### config.mk
export PLATFORM = sky130hd
export DESIGN_NAME = mult_div_sequencer
export DESIGN_NICKNAME = d
export VERILOG_FILES = /design/src/rtl/mult_div_sequencer.sv
export SDC_FILE = /design/constraint.sdc
export NUM_CORES = 1
export LEC_CHECK = 0
export BUFFER_PORTS_ARGS = -buffer_cell sky130_fd_sc_hd__buf_2
export CELL_PAD_IN_SITES_DETAIL_PLACEMENT = 1
export CELL_PAD_IN_SITES_GLOBAL_PLACEMENT = 1
export CORE_MARGIN = 4
export CORE_UTILIZATION = 50
export CTS_CLUSTER_DIAMETER = 60
export DETAILED_ROUTE_END_ITERATION = 16
export GPL_TIMING_DRIVEN = 0
export HOLD_SLACK_MARGIN = 0.03
export MAX_ROUTING_LAYER = met4
export PLACE_DENSITY = 0.9
export SKIP_LAST_GASP = 1
export SLEW_MARGIN = 10
export SYNTH_ARGS = -nofsm -noshare
export SYNTH_HDL_FRONTEND = slang
export SYNTH_SLANG_ARGS = --single-unit
### constraint.sdc
create_clock -name clk -period 14.2 [get_ports clk]
set_input_delay 0 -clock clk [delete_from_list [all_inputs] [get_ports clk]]
set_output_delay 0 -clock clk [all_outputs]
set_load 0.05 [all_outputs]
### src/rtl/mult_div_sequencer.sv
// Iterative signed multiply/divide engine for the HI/LO registers.
// Radix-2 Booth multiply and restoring divide, one iteration per clock,
// WIDTH iterations per operation, followed by a one-cycle DONE write pulse.
// Optional build macro MD_UNSIGNED_EN adds the unsigned_op input (multu/divu).
//
// state  | meaning
// -------+-----------------------------------------------------------
// IDLE   | waiting for start_mult / start_div
// MULT   | Booth iterations on {HI, LO, q-1}
// DIV    | restoring-divide iterations on operand magnitudes
// DONE   | results on hi_out/lo_out, write strobes high for one cycle
module mult_div_sequencer #(
  parameter int WIDTH = 32
) (
  input  logic             clk,
  input  logic             reset,
  input  logic             start_mult,
  input  logic             start_div,
`ifdef MD_UNSIGNED_EN
  input  logic             unsigned_op,
`endif
  input  logic [WIDTH-1:0] op_a,
  input  logic [WIDTH-1:0] op_b,
  output logic             busy,
  output logic             done,
  output logic             hi_write,
  output logic             lo_write,
  output logic [WIDTH-1:0] hi_out,
  output logic [WIDTH-1:0] lo_out,
  output logic             div_zero
);

  typedef enum logic [1:0] {S_IDLE, S_MULT, S_DIV, S_DONE} state_t;

  localparam logic [5:0] LAST_ITER = 6'(WIDTH - 1);

  state_t               state_q, state_d;
  logic [5:0]           cnt_q, cnt_d;
  logic [2*WIDTH+1:0]   acc_q, acc_d;      // {HI (WIDTH+1), LO (WIDTH), q-1}
  logic [WIDTH:0]       mcand_q, mcand_d;  // multiplicand, extended by one bit
  logic                 uns_q, uns_d;
  logic                 bmsb_q, bmsb_d;
  logic [WIDTH-1:0]     rem_q, rem_d;
  logic [WIDTH-1:0]     quo_q, quo_d;
  logic [WIDTH-1:0]     dvs_q, dvs_d;
  logic                 a_neg_q, a_neg_d;
  logic                 q_neg_q, q_neg_d;
  logic [WIDTH-1:0]     hi_q, hi_d;
  logic [WIDTH-1:0]     lo_q, lo_d;
  logic                 dz_q, dz_d;

  logic                 uns_req;
`ifdef MD_UNSIGNED_EN
  assign uns_req = unsigned_op;
`else
  assign uns_req = 1'b0;
`endif

  // Operand sign handling for a divide being started.
  logic             div_a_neg, div_b_neg;
  logic [WIDTH-1:0] div_a_mag, div_b_mag;
  assign div_a_neg = ~uns_req & op_a[WIDTH-1];
  assign div_b_neg = ~uns_req & op_b[WIDTH-1];
  assign div_a_mag = div_a_neg ? -op_a : op_a;
  assign div_b_mag = div_b_neg ? -op_b : op_b;

  // Booth step: add/subtract the multiplicand into HI, then arithmetic shift.
  logic [WIDTH:0]     acc_hi, booth_sum;
  logic [2*WIDTH+1:0] acc_step;
  assign acc_hi = acc_q[2*WIDTH+1:WIDTH+1];

  // Booth recoding of {q0, q-1}.
  always_comb begin
    booth_sum = acc_hi;
    case (acc_q[1:0])
      2'b01:   booth_sum = acc_hi + mcand_q;
      2'b10:   booth_sum = acc_hi - mcand_q;
      default: booth_sum = acc_hi;
    endcase
  end

  assign acc_step = {booth_sum[WIDTH], booth_sum, acc_q[WIDTH:1]};

  // Booth treats the multiplier as signed; an unsigned multiplier with its MSB
  // set is missing one multiplicand weight of 2^WIDTH, added back into HI.
  logic [WIDTH-1:0] mult_hi_fix;
  assign mult_hi_fix = (uns_q & bmsb_q) ? mcand_q[WIDTH-1:0] : '0;

  // Restoring-divide step: shift in the next dividend bit, subtract if it fits.
  logic [WIDTH:0]   rem_shift;
  logic             rem_ge;
  logic [WIDTH-1:0] rem_step, quo_step;
  assign rem_shift = {rem_q, quo_q[WIDTH-1]};
  assign rem_ge    = rem_shift >= {1'b0, dvs_q};
  assign rem_step  = WIDTH'(rem_ge ? rem_shift - {1'b0, dvs_q} : rem_shift);
  assign quo_step  = {quo_q[WIDTH-2:0], rem_ge};

  // Next-state, datapath next values and decoded status outputs.
  always_comb begin
    state_d  = state_q;
    cnt_d    = cnt_q;
    acc_d    = acc_q;
    mcand_d  = mcand_q;
    uns_d    = uns_q;
    bmsb_d   = bmsb_q;
    rem_d    = rem_q;
    quo_d    = quo_q;
    dvs_d    = dvs_q;
    a_neg_d  = a_neg_q;
    q_neg_d  = q_neg_q;
    hi_d     = hi_q;
    lo_d     = lo_q;
    dz_d     = 1'b0;
    busy     = (state_q != S_IDLE);
    done     = (state_q == S_DONE);
    hi_write = (state_q == S_DONE);
    lo_write = (state_q == S_DONE);
    case (state_q)
      S_IDLE: begin
        if (start_mult) begin
          state_d = S_MULT;
          cnt_d   = '0;
          mcand_d = {op_a[WIDTH-1] & ~uns_req, op_a};
          acc_d   = {{(WIDTH+1){1'b0}}, op_b, 1'b0};
          uns_d   = uns_req;
          bmsb_d  = op_b[WIDTH-1];
        end else if (start_div) begin
          if (op_b == '0) begin
            dz_d = 1'b1;
          end else begin
            state_d = S_DIV;
            cnt_d   = '0;
            rem_d   = '0;
            quo_d   = div_a_mag;
            dvs_d   = div_b_mag;
            a_neg_d = div_a_neg;
            q_neg_d = div_a_neg ^ div_b_neg;
          end
        end
      end
      S_MULT: begin
        acc_d = acc_step;
        cnt_d = cnt_q + 6'd1;
        if (cnt_q == LAST_ITER) begin
          state_d = S_DONE;
          hi_d    = acc_step[2*WIDTH:WIDTH+1] + mult_hi_fix;
          lo_d    = acc_step[WIDTH:1];
        end
      end
      S_DIV: begin
        rem_d = rem_step;
        quo_d = quo_step;
        cnt_d = cnt_q + 6'd1;
        if (cnt_q == LAST_ITER) begin
          state_d = S_DONE;
          lo_d    = q_neg_q ? -quo_step : quo_step;
          hi_d    = a_neg_q ? -rem_step : rem_step;
        end
      end
      S_DONE:  state_d = S_IDLE;
      default: state_d = S_IDLE;
    endcase
  end

  // FSM state and iteration counter.
  always_ff @(posedge clk or negedge reset) begin
    if (!reset) begin
      state_q <= S_IDLE;
      cnt_q   <= '0;
    end else begin
      state_q <= state_d;
      cnt_q   <= cnt_d;
    end
  end

  // Iteration datapath registers.
  always_ff @(posedge clk or negedge reset) begin
    if (!reset) begin
      acc_q   <= '0;
      mcand_q <= '0;
      uns_q   <= 1'b0;
      bmsb_q  <= 1'b0;
      rem_q   <= '0;
      quo_q   <= '0;
      dvs_q   <= '0;
      a_neg_q <= 1'b0;
      q_neg_q <= 1'b0;
    end else begin
      acc_q   <= acc_d;
      mcand_q <= mcand_d;
      uns_q   <= uns_d;
      bmsb_q  <= bmsb_d;
      rem_q   <= rem_d;
      quo_q   <= quo_d;
      dvs_q   <= dvs_d;
      a_neg_q <= a_neg_d;
      q_neg_q <= q_neg_d;
    end
  end

  // Registered results and divide-by-zero pulse.
  always_ff @(posedge clk or negedge reset) begin
    if (!reset) begin
      hi_q <= '0;
      lo_q <= '0;
      dz_q <= 1'b0;
    end else begin
      hi_q <= hi_d;
      lo_q <= lo_d;
      dz_q <= dz_d;
    end
  end

  assign hi_out   = hi_q;
  assign lo_out   = lo_q;
  assign div_zero = dz_q;

endmodule

==> metrics.cfg, run 1 <==
[yosys]
synth_edf_count = 0
syn_area_per_cell_um2 = 8.24
ys_seq_elements = 268
synth_top_cells_by_count = nand2_1 (315), o21ai_0 (278), dfrtp_1 (268)
synth_compound_area_share_pct = 23.4
synth_simple_gate_area_share_pct = 18.4
yosys.area_share.adder_pct = 5.08
synth_top_family_by_area = compound AO/OA/AOI/OAI gates
synth_xor_area_share_pct = 7.69
async_flop_share_pct = 100
syn_nets = 2481
synthFlopType = dfrtp_1
yosysSeqAreaShare_pct = 34.8
synth.most_common_cell = nand2_1
post-synth-top-area-cell = dfrtp_1
ys_warn_count = 0
ys_top_cells_by_area = dfrtp_1 (35%), o21ai_0 (7.2%), nand2_1 (6.1%)
synth_top_area_share_pct = 34.8
ys_types = 87
netlist_area_um2 = 19200
synthMuxAreaShare_pct = 6.13
syn_inst = 2336

[timing]
worst_pin_slew_ps = 1070
period_share_pct = 52.6
hold_slack_ps = 9.12
finalHoldViolations = 0
rsz0062_at_grt = no
setup_viol = 0
fmax_mhz = 134
setup-tns-final_ps = 0
slew_headroom_pct = 27.6
drv_slew = 0
period_minus_slack_ps = 7470
fin_skew_ps = 20.1

[layout]
drive_gt1_share_pct = 11.1
fill_cells = 4587
area_growth_pct = 16.9
fin_nets = 2724

[drt]
antenna_left = 0
vias = 20900
detail_route.first_pass.iterations = 7
met2_length_um = 39400
wl_met1_um = 34400
wirelength_um = 86100
drc = 0
vias_per_cell = 6.70
dr_wl_met3_um = 6930
drt_iter0_drc = 2122
top_layer_used = met4
wire_per_inst_um = 27.6

[critical_path]
worst-path-stages = 22
r2r_cells = 22
path_cells = ha_1 -> clkbuf_1 -> nand2_1 -> o21ai_0 -> nand2_1 -> and2_1 -> nand3_1 -> clkbuf_1 -> buf_1 -> clkbuf_1 -> buf_2 -> nand2_1 -> o21ai_0 -> ha_1 -> nand3_1 -> nor4_1 -> a41oi_1 -> nor3_2 -> nor3b_2 -> nand3_1 -> and4_1 -> o41ai_1
crit_required_ps = 14630
setup.worst_path.class = flip-flop to flip-flop
path_buf_inv = 5
slowest_stage = buf_1
cpPeakStageDelay_ps = 710
cp-end-kind = flip-flop
reg2reg_setup_slack_ps = 6730
worstPathArrival_ps = 7910
start_kind = flip-flop
cp_max_fo = 10
cpLargestDelayFamily = simple AND/OR/NAND/NOR gates

[clock_network]
insertion_delay_ps = 550
clockRootBuffer = clkbuf_16
cts.sinks = 268
postCtsSetupBuffers = 0
cts.reportedPaths.clkPinSlew_ps = 60
numCtsBuffers = 34
cts_resized = 0
cts_buffer_depth = 3
cts_hold_buf = 70
cts_tree = done
cts_htree_levels = 2

[global_routing]
track_usage_pct = 41.7
grt_max_degree = 109
gr-total-overflow = 0
antenna_found_initial = 2
grt_pass1_wl_um = 131000
grt_pass1_vias = 22100

[place]
io_buffers = 135
gp_congestion = 1.00
dpl.hpwl_um = 61800

[floorplanning]
die_area_um2 = 41700
initial_core_util_pct = 50.9
die_x_um = 204
core_area_um2 = 37800
dieHeight_um = 204
ios = 137
fp-row-count = 71

[pwr]
peakVddDrop_mv = 0.140
power_density_nw_per_um2 = 239
p_leak_nw = 9.99
power.total_mw = 5.37

[flow_run]
cap_violations = 0

[outcome]
status = complete, no violations

[worst_hold_path]
hold_class = primary input to async pin

## registers in the layout, indices dropped and copies added (netlist names)
register	count
cnt_q	6
q_neg_q	1
state_q	2
mcand_q	32
a_neg_q	1
dvs_q	32
quo_q	32
div_zero	1
acc_q	65
lo_out	32
hi_out	32
rem_q	32
## cell type report
type / count / area, um2 / area share [%]
multi-input combinational: 1847 / 11700 / 51.9
sequential: 268 / 6710 / 29.8
timing repair buffer: 207 / 1440 / 6.40
clock buffer: 45 / 1010 / 4.47
tap: 511 / 639 / 2.84
buffer: 133 / 538 / 2.39
inverter: 88 / 330 / 1.47
clock inverter: 16 / 163 / 0.723
antenna: 4 / 10.0 / 0.0445
## power by group
part	internal [mW]	total (mW)	switching (mW)	leakage, nW
Combinational	1.06	3.17	2.11	5.96
Sequential	0.987	1.27	0.281	3.46
Clock	0.542	0.934	0.392	0.572
## final timing paths
check / start / endpoint
setup reg to reg: rem_q[15] / hi_out[26]
hold / removal: reset / hi_out[7]
hold reg to reg: hi_out[12] / hi_out[12]
max in group asynchronous: reset / dvs_q[10]
setup / recovery: rem_q[15] / hi_out[26]
min in group clk: op_a[31] / quo_q[26]
## worst reg2reg max path: cells and delay by family (launching register included)
kind / cells / cell delay (ps)
flops: 1 / 510
compound gates: 4 / 1150
fa+ha+maj: 2 / 650
buf+inv: 5 / 2470
simple gates: 11 / 2580
## routing by layer
| metal | track usage, % | vias to the layer above |
|---|---|---|
| met2 | 65.2 | 1168 |
| li1 | - | 8892 |
| met5 | - | - |
| met4 | 21.2 | 0 |
| met3 | 6.82 | 357 |
| met1 | 52.5 | 10500 |
## cells in the final DEF (no fill, tap or decap), types with 23 or more instances in the layout
cell,netlist,layout
nand2_1,315,315
o21ai_0,278,278
dfrtp_1,268,268
nor2_1,169,169
a21oi_1,163,163
buf_2,8,142
xnor2_1,118,118
clkbuf_1,106,109
inv_1,87,87
ha_1,75,75
dlygate4sd3_1,0,70
mux2i_1,65,65
o31ai_1,55,55
nor3_1,53,53
xor2_1,51,51
mux2_2,47,47
nand2b_1,39,39
clkbuf_16,0,37
a31oi_1,33,33
nand3_1,33,33
or3_1,29,29
nor4_1,23,23
## per-stage QoR
| stage | std cells | setup WS, ps | util, % | area, um2 |
|---|---|---|---|---|
| 2_1_floorplan | 2336 | 9150 | - | 19200 |
| 3_3_place_gp | 2982 | 7430 | 54.3 | 20600 |
| 3_5_place_dp | 2984 | 7170 | 54.5 | 20600 |
| 4_1_cts | 3115 | 7070 | 59.4 | 22500 |
| 5_1_grt | 3117 | 6300 | 59.5 | 22500 |
| 6_report | 3119 | 6730 | 59.5 | 22500 |
## cell families after synthesis
group / Yosys count
AO/OA/AOI/OAI: 727
flip-flops: 268
AND/OR/NAND/NOR: 762
buffers and inverters: 221
multiplexers: 112
adder cells (fa/ha/maj): 77
XOR/XNOR: 169
Power figures use the tool's default switching activity.
==> inputs of run 2 (changes only) <==
CORE_UTILIZATION = 47   (was 50)
PLACE_DENSITY = 0.86   (was 0.9)
clock period = 7.8 ns   (was 14.2 ns; I/O delays follow)
==> run 2 against run 1 <==
Effect of this change:
- maximum frequency grew 0.81%
- sequential power increased by 78%
- critical path type unchanged
- first-iteration DRC count decreased by 20%
- clock power up 86%
- highest routed layer unchanged
- combinational power grew 78%
- core utilization shrank 3.2 points
- non-clock buffer count down 1
- sequential share of layout area decreased by 0.079 points
- clock-buffer cell count grew 4
- via count is 3.3% lower
==> metrics.cfg, run 2 (synthesized netlist as in run 1, its figures left out) <==
[clock_network]
clockRootBuffer = clkbuf_16
insertion_delay_ps = 570
cts_tree = done
cts.sinks = 268
cts_resized = 0
cts.reportedPaths.clkPinSlew_ps = 60
cts_buffer_depth = 3
numCtsBuffers = 36
cts_htree_levels = 2

[place]
dpl.hpwl_um = 62600
place_area_um2 = 20600
io_buffers = 135
gp_congestion = 0.990

[floorplanning]
ios = 137
core_area_um2 = 40100
die_x_um = 210
dieHeight_um = 210
initial_core_util_pct = 48.0
fp-row-count = 73
die_area_um2 = 44200

[pwr]
power_frac_comb_pct = 58.5
peakVddDrop_mv = 0.241
switchingPower_mw = 4.88
p_sw_share_pct = 50.5
power_density_nw_per_um2 = 428
power_frac_clock_pct = 18.0
p_leak_nw = 10.0
seqPwrFrac_pct = 23.5
p_int_mw = 4.77

[timing]
period_share_pct = 95.0
rsz0062_at_grt = no
fmax_mhz = 135
worst_pin_slew_ps = 1200
setup_viol = 0
period_minus_slack_ps = 7410
slew_headroom_pct = 19.8
fin_skew_ps = 30.6
drv_slew = 0
setup-tns-final_ps = 0
finalHoldViolations = 0

[drt]
antenna_left = 0
wirelength_um = 83600
drc = 0
drt_iter0_drc = 1699
vias = 20200
vias_per_cell = 6.44
wire_per_inst_um = 26.7
detail_route.first_pass.iterations = 5

[layout]
layout_common_cells = nand2_1 (315), o21ai_0 (278), dfrtp_1 (268), nor2_1 (169), a21oi_1 (163)
largest-register = acc_q
fin_nets = 2725
area_growth_pct = 17.2
design_area_um2 = 22600
largest_register_ff_count = 65
layout_commonest_cell = nand2_1
drive_gt1_share_pct = 11.0

[flow_run]
cap_violations = 0

[critical_path]
cp-end-kind = flip-flop
start_kind = flip-flop
reg2reg_setup_slack_ps = 390
setup.worst_path.class = flip-flop to flip-flop
cp_max_fo = 10
worstPathArrival_ps = 7860
crit_required_ps = 8250

[worst_hold_path]
hold_class = primary input to async pin

[global_routing]
grt_max_degree = 109
grt_pass1_wl_um = 126000
antenna_found_initial = 5
gr-total-overflow = 0
grt_pass1_vias = 21100
track_usage_pct = 37.7

[outcome]
status = complete, no violations

-- run 2: layer usage --
metal	GRT usage (%)	vias to the layer above	part of all wire [%]
met4	16.3	0	4.8
met1	47.8	10200	42
met5	-	-	0
li1	-	8859	-
met3	4.91	249	6.4
met2	61.1	860	47
-- run 2: what timing repair did --
action	4_1_cts	5_1_grt
hold buffers	69	0
endpoints found under the hold margin	238	0
setup buffers	0	0
-- run 2: path summary, 6_finish.rpt --
| check | from | depth (start not counted) | end |
|---|---|---|---|
| max in group asynchronous | reset | 3 | dvs_q[11] |
| min in group clk | op_a[31] | 5 | quo_q[26] |
| hold / removal | reset | 2 | hi_out[14] |
| setup / recovery | rem_q[7] | 22 | hi_out[26] |
| setup reg to reg | rem_q[7] | 22 | hi_out[26] |
| hold reg to reg | hi_out[3] | 2 | hi_out[3] |
-- run 2: final cells by class --
class,instances,area [um2]
Antenna cell,5,12.5
Buffer,133,538
Clock buffer,49,1020
Clock inverter,13,199
Fill cell,4867,17500
Inverter,88,330
Multi-Input combinational cell,1847,11700
Sequential cell,268,6710
Tap cell,525,657
Timing Repair Buffer,206,1430
-- run 2: worst max-delay path, stage by stage, from the launching register on --
cell and delay, ps:
dfrtp_1 460, ha_1 410, clkbuf_1 390, nand4_1 140, nor4_1 460, a31oi_1 170, and2_1 210, nand3_1 210
clkbuf_1 420, buf_1 760, clkbuf_1 490, buf_2 410, nand2_1 100, o21ai_0 130, ha_1 340, nand3_1 120
nor4_1 230, a41oi_1 140, nor3_2 370, nor3b_2 610, nand3_1 180, and4_1 240, o41ai_1 330
-- run 2: power by group through the flow --
stage	Clock, mW	Combinational [mW]	Sequential, mW
final	1.74	5.65	2.26
after global routing	1.80	6.10	2.29
after CTS	1.75	5.50	2.24
after detailed placement	0	5.40	2.26
after global placement	0	5.19	2.23
after floorplan	0	3.73	2.08
-- run 2: metrics by stage --
stage / utilization (%) / power [mW] / hold WS [ps] / instances / setup WS, ps
2_1_floorplan: - / 5.81 / -296 / 2336 / 2750
3_3_place_gp: 51.3 / 7.42 / 299 / 2996 / 753
3_5_place_dp: 51.5 / 7.66 / 68.6 / 2998 / 679
4_1_cts: 56.2 / 9.49 / 61.3 / 3129 / 642
5_1_grt: 56.3 / 10.2 / 109 / 3134 / 1.17
6_report: 56.3 / 9.65 / 45.9 / 3134 / 388
